--- config.mk ---
export PLATFORM = sky130hd
export DESIGN_NAME = sram_port_arb_flat
export DESIGN_NICKNAME = d
export VERILOG_FILES = /design/src/rtl/sram_port_arb_if.sv /design/src/rtl/sram_port_arb.sv /design/src/flat_wrapper.sv
export SDC_FILE = /design/constraint.sdc
export NUM_CORES = 1
export LEC_CHECK = 0
export CORE_MARGIN = 4
export CORE_UTILIZATION = 39
export CTS_BUF_LIST = sky130_fd_sc_hd__clkbuf_4 sky130_fd_sc_hd__clkbuf_8
export DETAILED_ROUTE_END_ITERATION = 6
export PLACE_DENSITY_LB_ADDON = 0.25
export SYNTH_ARGS = -nofsm -noshare
export SYNTH_HDL_FRONTEND = slang
export SYNTH_SLANG_ARGS = --single-unit
--- constraint.sdc ---
create_clock -name CLK -period 2.7 [get_ports CLK]
set_clock_uncertainty 0.15 [all_clocks]
set_input_delay 0.27 -clock CLK [delete_from_list [all_inputs] [get_ports CLK]]
set_output_delay 0.27 -clock CLK [all_outputs]
set_load 0.05 [all_outputs]
--- src/rtl/sram_port_arb_if.sv ---
// rtl/sram_port_arb_if.sv - Core-side channel and physical SRAM signal bundle for sram_port_arb
interface sram_port_arb_if #(
    parameter int CH_NUM = 2,
    parameter int ADDR_W = 32,
    parameter int DATA_W = 32
);
    logic [CH_NUM-1:0]          CH_CE;
    logic [CH_NUM-1:0]          CH_WE;
    logic [CH_NUM*DATA_W/8-1:0] CH_BE;
    logic [CH_NUM*ADDR_W-1:0]   CH_ADDR;
    logic [CH_NUM*DATA_W-1:0]   CH_WDATA;
    logic [DATA_W-1:0]          CH_RDATA;
    logic [CH_NUM-1:0]          CH_ACK;
    logic [CH_NUM-1:0]          CH_STALL;
    logic                       SRAM_CE;
    logic                       SRAM_WE;
    logic [DATA_W/8-1:0]        SRAM_BE;
    logic [ADDR_W-1:0]          SRAM_ADDR;
    logic [DATA_W-1:0]          SRAM_WDATA;
    logic [DATA_W-1:0]          SRAM_RDATA;

    modport slave (
        input  CH_CE, CH_WE, CH_BE, CH_ADDR, CH_WDATA, SRAM_RDATA,
        output CH_RDATA, CH_ACK, CH_STALL,
        output SRAM_CE, SRAM_WE, SRAM_BE, SRAM_ADDR, SRAM_WDATA
    );

    modport master (
        output CH_CE, CH_WE, CH_BE, CH_ADDR, CH_WDATA, SRAM_RDATA,
        input  CH_RDATA, CH_ACK, CH_STALL,
        input  SRAM_CE, SRAM_WE, SRAM_BE, SRAM_ADDR, SRAM_WDATA
    );
endinterface

--- src/rtl/sram_port_arb.sv ---
// rtl/sram_port_arb.sv - Merges CH_NUM SRAM request channels onto one SRAM port with wait states.
// Define RR_ARB_EN for round-robin arbitration; fixed lowest-index priority otherwise.
module sram_port_arb #(
    parameter int CH_NUM      = 2,
    parameter int ADDR_W      = 32,
    parameter int DATA_W      = 32,
    parameter int WAIT_CYCLES = 1
) (
    input  logic           CLK,
    input  logic           RST,
    sram_port_arb_if.slave bus
);
    localparam int BE_W  = DATA_W / 8;
    localparam int IDX_W = (CH_NUM > 1) ? $clog2(CH_NUM) : 1;

    typedef enum logic [1:0] {IDLE, ACCESS, DONE} state_t;

    state_t              state_q, state_d;
    logic [3:0]          cnt_q, cnt_d;
    logic [CH_NUM-1:0]   grant_q, grant_d;
    logic [CH_NUM-1:0]   ack_q, ack_d;
    logic                sram_ce_q, sram_ce_d;
    logic                sram_we_q, sram_we_d;
    logic [BE_W-1:0]     sram_be_q, sram_be_d;
    logic [ADDR_W-1:0]   sram_addr_q, sram_addr_d;
    logic [DATA_W-1:0]   sram_wdata_q, sram_wdata_d;
    logic [DATA_W-1:0]   rdata_q, rdata_d;

    logic                req_any;
    logic [IDX_W-1:0]    win_idx;

    assign req_any = |bus.CH_CE;

`ifdef RR_ARB_EN
    logic [IDX_W-1:0] rr_ptr_q, rr_ptr_d;

    // Walk offsets from the far end so the channel closest to the pointer is assigned last.
    always_comb begin
        int j;
        j       = 0;
        win_idx = '0;
        for (int k = CH_NUM - 1; k >= 0; k--) begin
            j = int'(rr_ptr_q) + k;
            if (j >= CH_NUM) j = j - CH_NUM;
            if (bus.CH_CE[j]) win_idx = IDX_W'(j);
        end
    end
`else
    always_comb begin
        win_idx = '0;
        for (int i = CH_NUM - 1; i >= 0; i--) begin
            if (bus.CH_CE[i]) win_idx = IDX_W'(i);
        end
    end
`endif

    always_comb begin
        state_d      = state_q;
        cnt_d        = cnt_q;
        grant_d      = grant_q;
        ack_d        = '0;
        sram_ce_d    = sram_ce_q;
        sram_we_d    = sram_we_q;
        sram_be_d    = sram_be_q;
        sram_addr_d  = sram_addr_q;
        sram_wdata_d = sram_wdata_q;
        rdata_d      = rdata_q;
`ifdef RR_ARB_EN
        rr_ptr_d     = rr_ptr_q;
`endif
        unique case (state_q)
            IDLE: begin
                if (req_any) begin
                    grant_d          = '0;
                    grant_d[win_idx] = 1'b1;
                    sram_ce_d        = 1'b1;
                    sram_we_d        = bus.CH_WE[win_idx];
                    sram_be_d        = bus.CH_BE[win_idx*BE_W +: BE_W];
                    sram_addr_d      = bus.CH_ADDR[win_idx*ADDR_W +: ADDR_W];
                    sram_wdata_d     = bus.CH_WDATA[win_idx*DATA_W +: DATA_W];
                    cnt_d            = 4'(WAIT_CYCLES);
                    state_d          = ACCESS;
`ifdef RR_ARB_EN
                    rr_ptr_d = (win_idx == IDX_W'(CH_NUM - 1)) ? '0 : win_idx + 1'b1;
`endif
                end else begin
                    sram_ce_d = 1'b0;
                    sram_we_d = 1'b0;
                end
            end
            ACCESS: begin
                if (cnt_q != 4'd0) begin
                    cnt_d = cnt_q - 4'd1;
                end else begin
                    // Read data is only taken on the final access cycle, when the SRAM has settled.
                    if (!sram_we_q) rdata_d = bus.SRAM_RDATA;
                    sram_ce_d = 1'b0;
                    sram_we_d = 1'b0;
                    ack_d     = grant_q;
                    state_d   = DONE;
                end
            end
            DONE: begin
                state_d = IDLE;
            end
            default: begin
                state_d = IDLE;
            end
        endcase
    end

    always_ff @(posedge CLK or negedge RST) begin
        if (!RST) begin
            state_q      <= IDLE;
            cnt_q        <= '0;
            grant_q      <= '0;
            ack_q        <= '0;
            sram_ce_q    <= 1'b0;
            sram_we_q    <= 1'b0;
            sram_be_q    <= '0;
            sram_addr_q  <= '0;
            sram_wdata_q <= '0;
            rdata_q      <= '0;
        end else begin
            state_q      <= state_d;
            cnt_q        <= cnt_d;
            grant_q      <= grant_d;
            ack_q        <= ack_d;
            sram_ce_q    <= sram_ce_d;
            sram_we_q    <= sram_we_d;
            sram_be_q    <= sram_be_d;
            sram_addr_q  <= sram_addr_d;
            sram_wdata_q <= sram_wdata_d;
            rdata_q      <= rdata_d;
        end
    end

`ifdef RR_ARB_EN
    always_ff @(posedge CLK or negedge RST) begin
        if (!RST) rr_ptr_q <= '0;
        else      rr_ptr_q <= rr_ptr_d;
    end
`endif

    assign bus.CH_ACK     = ack_q;
    assign bus.CH_STALL   = bus.CH_CE & ~ack_q;
    assign bus.CH_RDATA   = rdata_q;
    assign bus.SRAM_CE    = sram_ce_q;
    assign bus.SRAM_WE    = sram_we_q;
    assign bus.SRAM_BE    = sram_be_q;
    assign bus.SRAM_ADDR  = sram_addr_q;
    assign bus.SRAM_WDATA = sram_wdata_q;
endmodule

--- src/flat_wrapper.sv ---
// flat-port wrapper written by rule: the top's interface ports become plain ports
module sram_port_arb_flat 
#(
    parameter int CH_NUM      = 2,
    parameter int ADDR_W      = 32,
    parameter int DATA_W      = 32,
    parameter int WAIT_CYCLES = 1
)
  (CLK, RST, bus_CH_CE, bus_CH_WE, bus_CH_BE, bus_CH_ADDR, bus_CH_WDATA, bus_SRAM_RDATA, bus_CH_RDATA, bus_CH_ACK, bus_CH_STALL, bus_SRAM_CE, bus_SRAM_WE, bus_SRAM_BE, bus_SRAM_ADDR, bus_SRAM_WDATA);
  sram_port_arb_if #(.CH_NUM(CH_NUM), .ADDR_W(ADDR_W), .DATA_W(DATA_W)) bus_i ();
  input  logic CLK;
  input  logic RST;
  input wire logic [$bits(bus_i.CH_CE)-1:0] bus_CH_CE;
  input wire logic [$bits(bus_i.CH_WE)-1:0] bus_CH_WE;
  input wire logic [$bits(bus_i.CH_BE)-1:0] bus_CH_BE;
  input wire logic [$bits(bus_i.CH_ADDR)-1:0] bus_CH_ADDR;
  input wire logic [$bits(bus_i.CH_WDATA)-1:0] bus_CH_WDATA;
  input wire logic [$bits(bus_i.SRAM_RDATA)-1:0] bus_SRAM_RDATA;
  output wire logic [$bits(bus_i.CH_RDATA)-1:0] bus_CH_RDATA;
  output wire logic [$bits(bus_i.CH_ACK)-1:0] bus_CH_ACK;
  output wire logic [$bits(bus_i.CH_STALL)-1:0] bus_CH_STALL;
  output wire logic [$bits(bus_i.SRAM_CE)-1:0] bus_SRAM_CE;
  output wire logic [$bits(bus_i.SRAM_WE)-1:0] bus_SRAM_WE;
  output wire logic [$bits(bus_i.SRAM_BE)-1:0] bus_SRAM_BE;
  output wire logic [$bits(bus_i.SRAM_ADDR)-1:0] bus_SRAM_ADDR;
  output wire logic [$bits(bus_i.SRAM_WDATA)-1:0] bus_SRAM_WDATA;
  assign bus_i.CH_CE = bus_CH_CE;
  assign bus_i.CH_WE = bus_CH_WE;
  assign bus_i.CH_BE = bus_CH_BE;
  assign bus_i.CH_ADDR = bus_CH_ADDR;
  assign bus_i.CH_WDATA = bus_CH_WDATA;
  assign bus_i.SRAM_RDATA = bus_SRAM_RDATA;
  assign bus_CH_RDATA = bus_i.CH_RDATA;
  assign bus_CH_ACK = bus_i.CH_ACK;
  assign bus_CH_STALL = bus_i.CH_STALL;
  assign bus_SRAM_CE = bus_i.SRAM_CE;
  assign bus_SRAM_WE = bus_i.SRAM_WE;
  assign bus_SRAM_BE = bus_i.SRAM_BE;
  assign bus_SRAM_ADDR = bus_i.SRAM_ADDR;
  assign bus_SRAM_WDATA = bus_i.SRAM_WDATA;
  sram_port_arb #(.CH_NUM(CH_NUM), .ADDR_W(ADDR_W), .DATA_W(DATA_W), .WAIT_CYCLES(WAIT_CYCLES)) u_core (.CLK(CLK), .RST(RST), .bus(bus_i));
endmodule
==> flow_summary_export.csv <==
group,metric,value,unit
floorplan,fp.coreArea,11600,sq um
clock_network,worstSkewPairLatency,360,ps
logic_synthesis,avgSynthCellArea,13.4,sq um
cells_and_area,fillCellCount,847,
worst_setup_path,cpLargestDelayFamily,"simple AND/OR/NAND/NOR gates",
power_and_ir_drop,power.density,1300,nW/um^2
logic_synthesis,ys_seq_area_share,59.8,%
power_and_ir_drop,p_sw_share,47.7,%
place,place_ws,537,ps
worst_setup_path,critPathKind,"reg2reg",
timing,fmax,462,MHz
place,gp_congestion,0.776,
cells_and_area,area_growth,67.3,%
worst_setup_path,worstPathArrival,2270,ps
clock_network,clock_path_buffers,2,
floorplan,start_util,40.4,%
timing,tightest_slew,566,ps
floorplan,io_pins,280,
worst_setup_path,crit_chain,"inv_1 > ha_1 > or3b_1 > nor3_4 > buf_12 > mux2_2",
power_and_ir_drop,netSwitchingPower,0.00486,W
floorplan,fp-row-count,39,
route,drtIter0Drc,259,
route,ant_nets,0,
logic_synthesis,netlist.top_cell.by_area,"dfrtp_1",
power_and_ir_drop,seq_power_share,29.1,%
logic_synthesis,synth_edf_count,0,
timing,setup_tns,0,ps
floorplan,die-area,13800,sq um
floorplan,die_w,118,um
job,cap_viol_max_count,0,
logic_synthesis,yosys.area.top_type_share,59.8,%
timing,setup_viol,0,
timing,final_hold_viol_count,0,
cells_and_area,fin_util,67.5,%
logic_synthesis,synth_cells,349,
grt,grt_max_degree,71,
logic_synthesis,synth_area_leaders,"dfrtp_1 60%, a221o_1 15%, and2_1 9.5%",
worst_setup_path,critPathMaxStageDelay,470,ps
place,io_buffer_count,279,
grt,antenna_found_initial,0,
worst_setup_path,start_kind,"flop",
clock_network,cts.htree.levels,3,
clock_network,cts_buffers,9,
clock_network,ctsResizeCount,0,
worst_setup_path,cp.buffers_inverters,2,
route,wl_per_cell,19.3,um
power_and_ir_drop,comb_power_share,61.1,%
route,drc,0,
place,detailed_place_hpwl,11200,um
logic_synthesis,yosys_warnings,0,
logic_synthesis,synthFlopType,"dfrtp_1",
clock_network,tritoncts,"yes",
timing,min_period,2170,ps
outcome,status,"completed",
logic_synthesis,syn_area,4690,sq um
logic_synthesis,synthesis.nets,525,
timing,fin_crit_sh,80.2,%
grt,grt_pass1_wl,23300,um
worst_setup_path,critPathMaxFanout,32,
power_and_ir_drop,leakage,3.30,nW
logic_synthesis,yosysMostFrequentCell,"dfrtp_1",
worst_hold_path,hold_class,"in2async",
place,dpl-instance-area,7640,sq um
logic_synthesis,ys_ff_latch,112,
route,routed_via_density,5.18,
cells_and_area,nets,797,
worst_setup_path,r2r_cells,6,
cells_and_area,regArea,2800,sq um
timing,max_slew_margin,62.1,%
route,wirelength,14800,um
worst_setup_path,crit_path_end_kind,"flop",
worst_setup_path,cp_slowest_cell,"or3b_1",
route,firstDrtPassIters,4,
grt,globalRouteOverflowTotal,0,
worst_setup_path,reg2reg_slack,530,ps
worst_setup_path,cp_data_required_time,2800,ps
cells_and_area,design_area,7840,sq um
clock_network,cts_root_buffer,"clkbuf_8",
cells_and_area,diodes,0,
timing,fin_ws,534,ps
clock_network,clkTransAtPathRegs,100,ps
grt,grt_pass1_vias,4262,
logic_synthesis,synth.distinct_cells,32,
floorplan,fp.dieH,118,um
power_and_ir_drop,internal_power,0.00533,W
worst_setup_path,path_depth,6,
cells_and_area,multi_input_area,1760,sq um
power_and_ir_drop,p_clk_share,9.8,%
clock_network,cts.sinks,112,
timing,rsz0062_at_grt,"no",
logic_synthesis,synth_commonest_cells,"112 x dfrtp_1, 71 x and2_1, 68 x a221o_1, 30 x mux2_2, 19 x clkbuf_1",
grt,grt_use_total,21.2,%
route,num_vias,3982,
cells_and_area,drive_gt1_share,9.76,%
logic_synthesis,async_flop_share,100,%
timing,drv_slew,0,
power_and_ir_drop,ir_drop,0.000714,V
## cells by family (layout without fill, tap and decap cells)
family                     after synthesis  count (layout)  share of synthesized area (%)
and+or+nand+nor                         90              90                           12.4
muxes                                   34              34                           8.14
DFF                                    112             112                           59.8
buffers and inverters                   30             306                           2.99
adders and majority gates                2               2                          0.534
AOI/OAI and AO/OA                       81              81                           16.2
## worst paths after layout
| path | startpoint | to |
|---|---|---|
| setup / recovery | u_core.cnt_q[0]$_DFFE_PN0P_ | u_core.bus.CH_RDATA[0]$_DFFE_PN0P_ |
| hold / removal | RST | u_core.bus.CH_RDATA[16]$_DFFE_PN0P_ |
| setup reg to reg | u_core.cnt_q[0]$_DFFE_PN0P_ | u_core.bus.CH_RDATA[0]$_DFFE_PN0P_ |
| hold reg to reg | u_core.grant_q[0]$_DFFE_PN0P_ | u_core.grant_q[0]$_DFFE_PN0P_ |
| max in group asynchronous | RST | u_core.bus.SRAM_WDATA[2]$_DFFE_PN0P_ |
| min in group CLK | u_core.grant_q[0]$_DFFE_PN0P_ | u_core.grant_q[0]$_DFFE_PN0P_ |
## metal layers
layer / up-vias / part of all wire [%] / wire length, um / global-route usage (%)
met5: - / 0 / 0 / 0
met4: 0 / 2.2 / 332 / 7.03
met3: 23 / 8.7 / 1290 / 7.88
met2: 205 / 49 / 7250 / 36.0
met1: 1915 / 40 / 5940 / 24.9
li1: 1839 / - / - / -
## layout by cell type (no fill, tap or decap), types with 2 or more instances in the layout
| cell | synthesis | routed |
|---|---|---|
| nor2_1 | 4 | 4 |
| a221o_1 | 68 | 68 |
| clkbuf_8 | 0 | 10 |
| mux2_1 | 3 | 3 |
| a21oi_1 | 4 | 4 |
| buf_4 | 0 | 6 |
| nand2_1 | 3 | 3 |
| dfrtp_1 | 112 | 112 |
| and2_1 | 71 | 70 |
| clkinv_2 | 0 | 3 |
| mux2_2 | 30 | 30 |
| o21ai_0 | 2 | 2 |
| buf_12 | 0 | 4 |
| ha_1 | 2 | 2 |
| clkdlybuf4s50_1 | 0 | 276 |
| nor2b_1 | 4 | 4 |
| inv_1 | 4 | 4 |
## final cells by class
class | instances | area share [%]
sequential | 112 | 35.7
clock buffer | 11 | 1.85
multi-input combinational | 207 | 22.4
timing repair buffer | 287 | 36.9
inverter | 4 | 0.191
tap | 143 | 2.28
clock inverter | 4 | 0.574
## repair_timing
item,4_1_cts,5_1_grt
hold buffers,1,0
buffers inserted,0,0
hold endpoints to repair,32,0
## sequential cells by signal (all words and copies together), names as in the netlist
| name | count |
|---|---|
| u_core.grant_q | 2 |
| u_core.bus.SRAM_WE | 1 |
| u_core.cnt_q | 4 |
| u_core.bus.SRAM_CE | 1 |
| u_core.state_q | 2 |
| u_core.bus.CH_RDATA | 32 |
| u_core.bus.SRAM_WDATA | 32 |
| u_core.bus.SRAM_BE | 4 |
| u_core.bus.CH_ACK | 2 |
| u_core.bus.SRAM_ADDR | 32 |
## power by group through the flow
stage / registers [W] / logic (W) / clock network [W]
after floorplan: 0.00552 / 0.00145 / 0
after global placement: 0.00297 / 0.00619 / 0
after detailed placement: 0.00298 / 0.00629 / 0
after CTS: 0.00296 / 0.00629 / 0.00102
after global routing: 0.00306 / 0.00649 / 0.00109
final: 0.00296 / 0.00623 / 0.000999
## through the flow
step,instances,total power [W],hold WS [ps]
after floorplan,349,0.00697,-176
after global placement,752,0.00916,95.6
after detailed placement,752,0.00927,102
after CTS,768,0.0103,234
after global routing,768,0.0106,248
final,768,0.0102,233
Note: power is estimated with default switching activity, not from simulation.
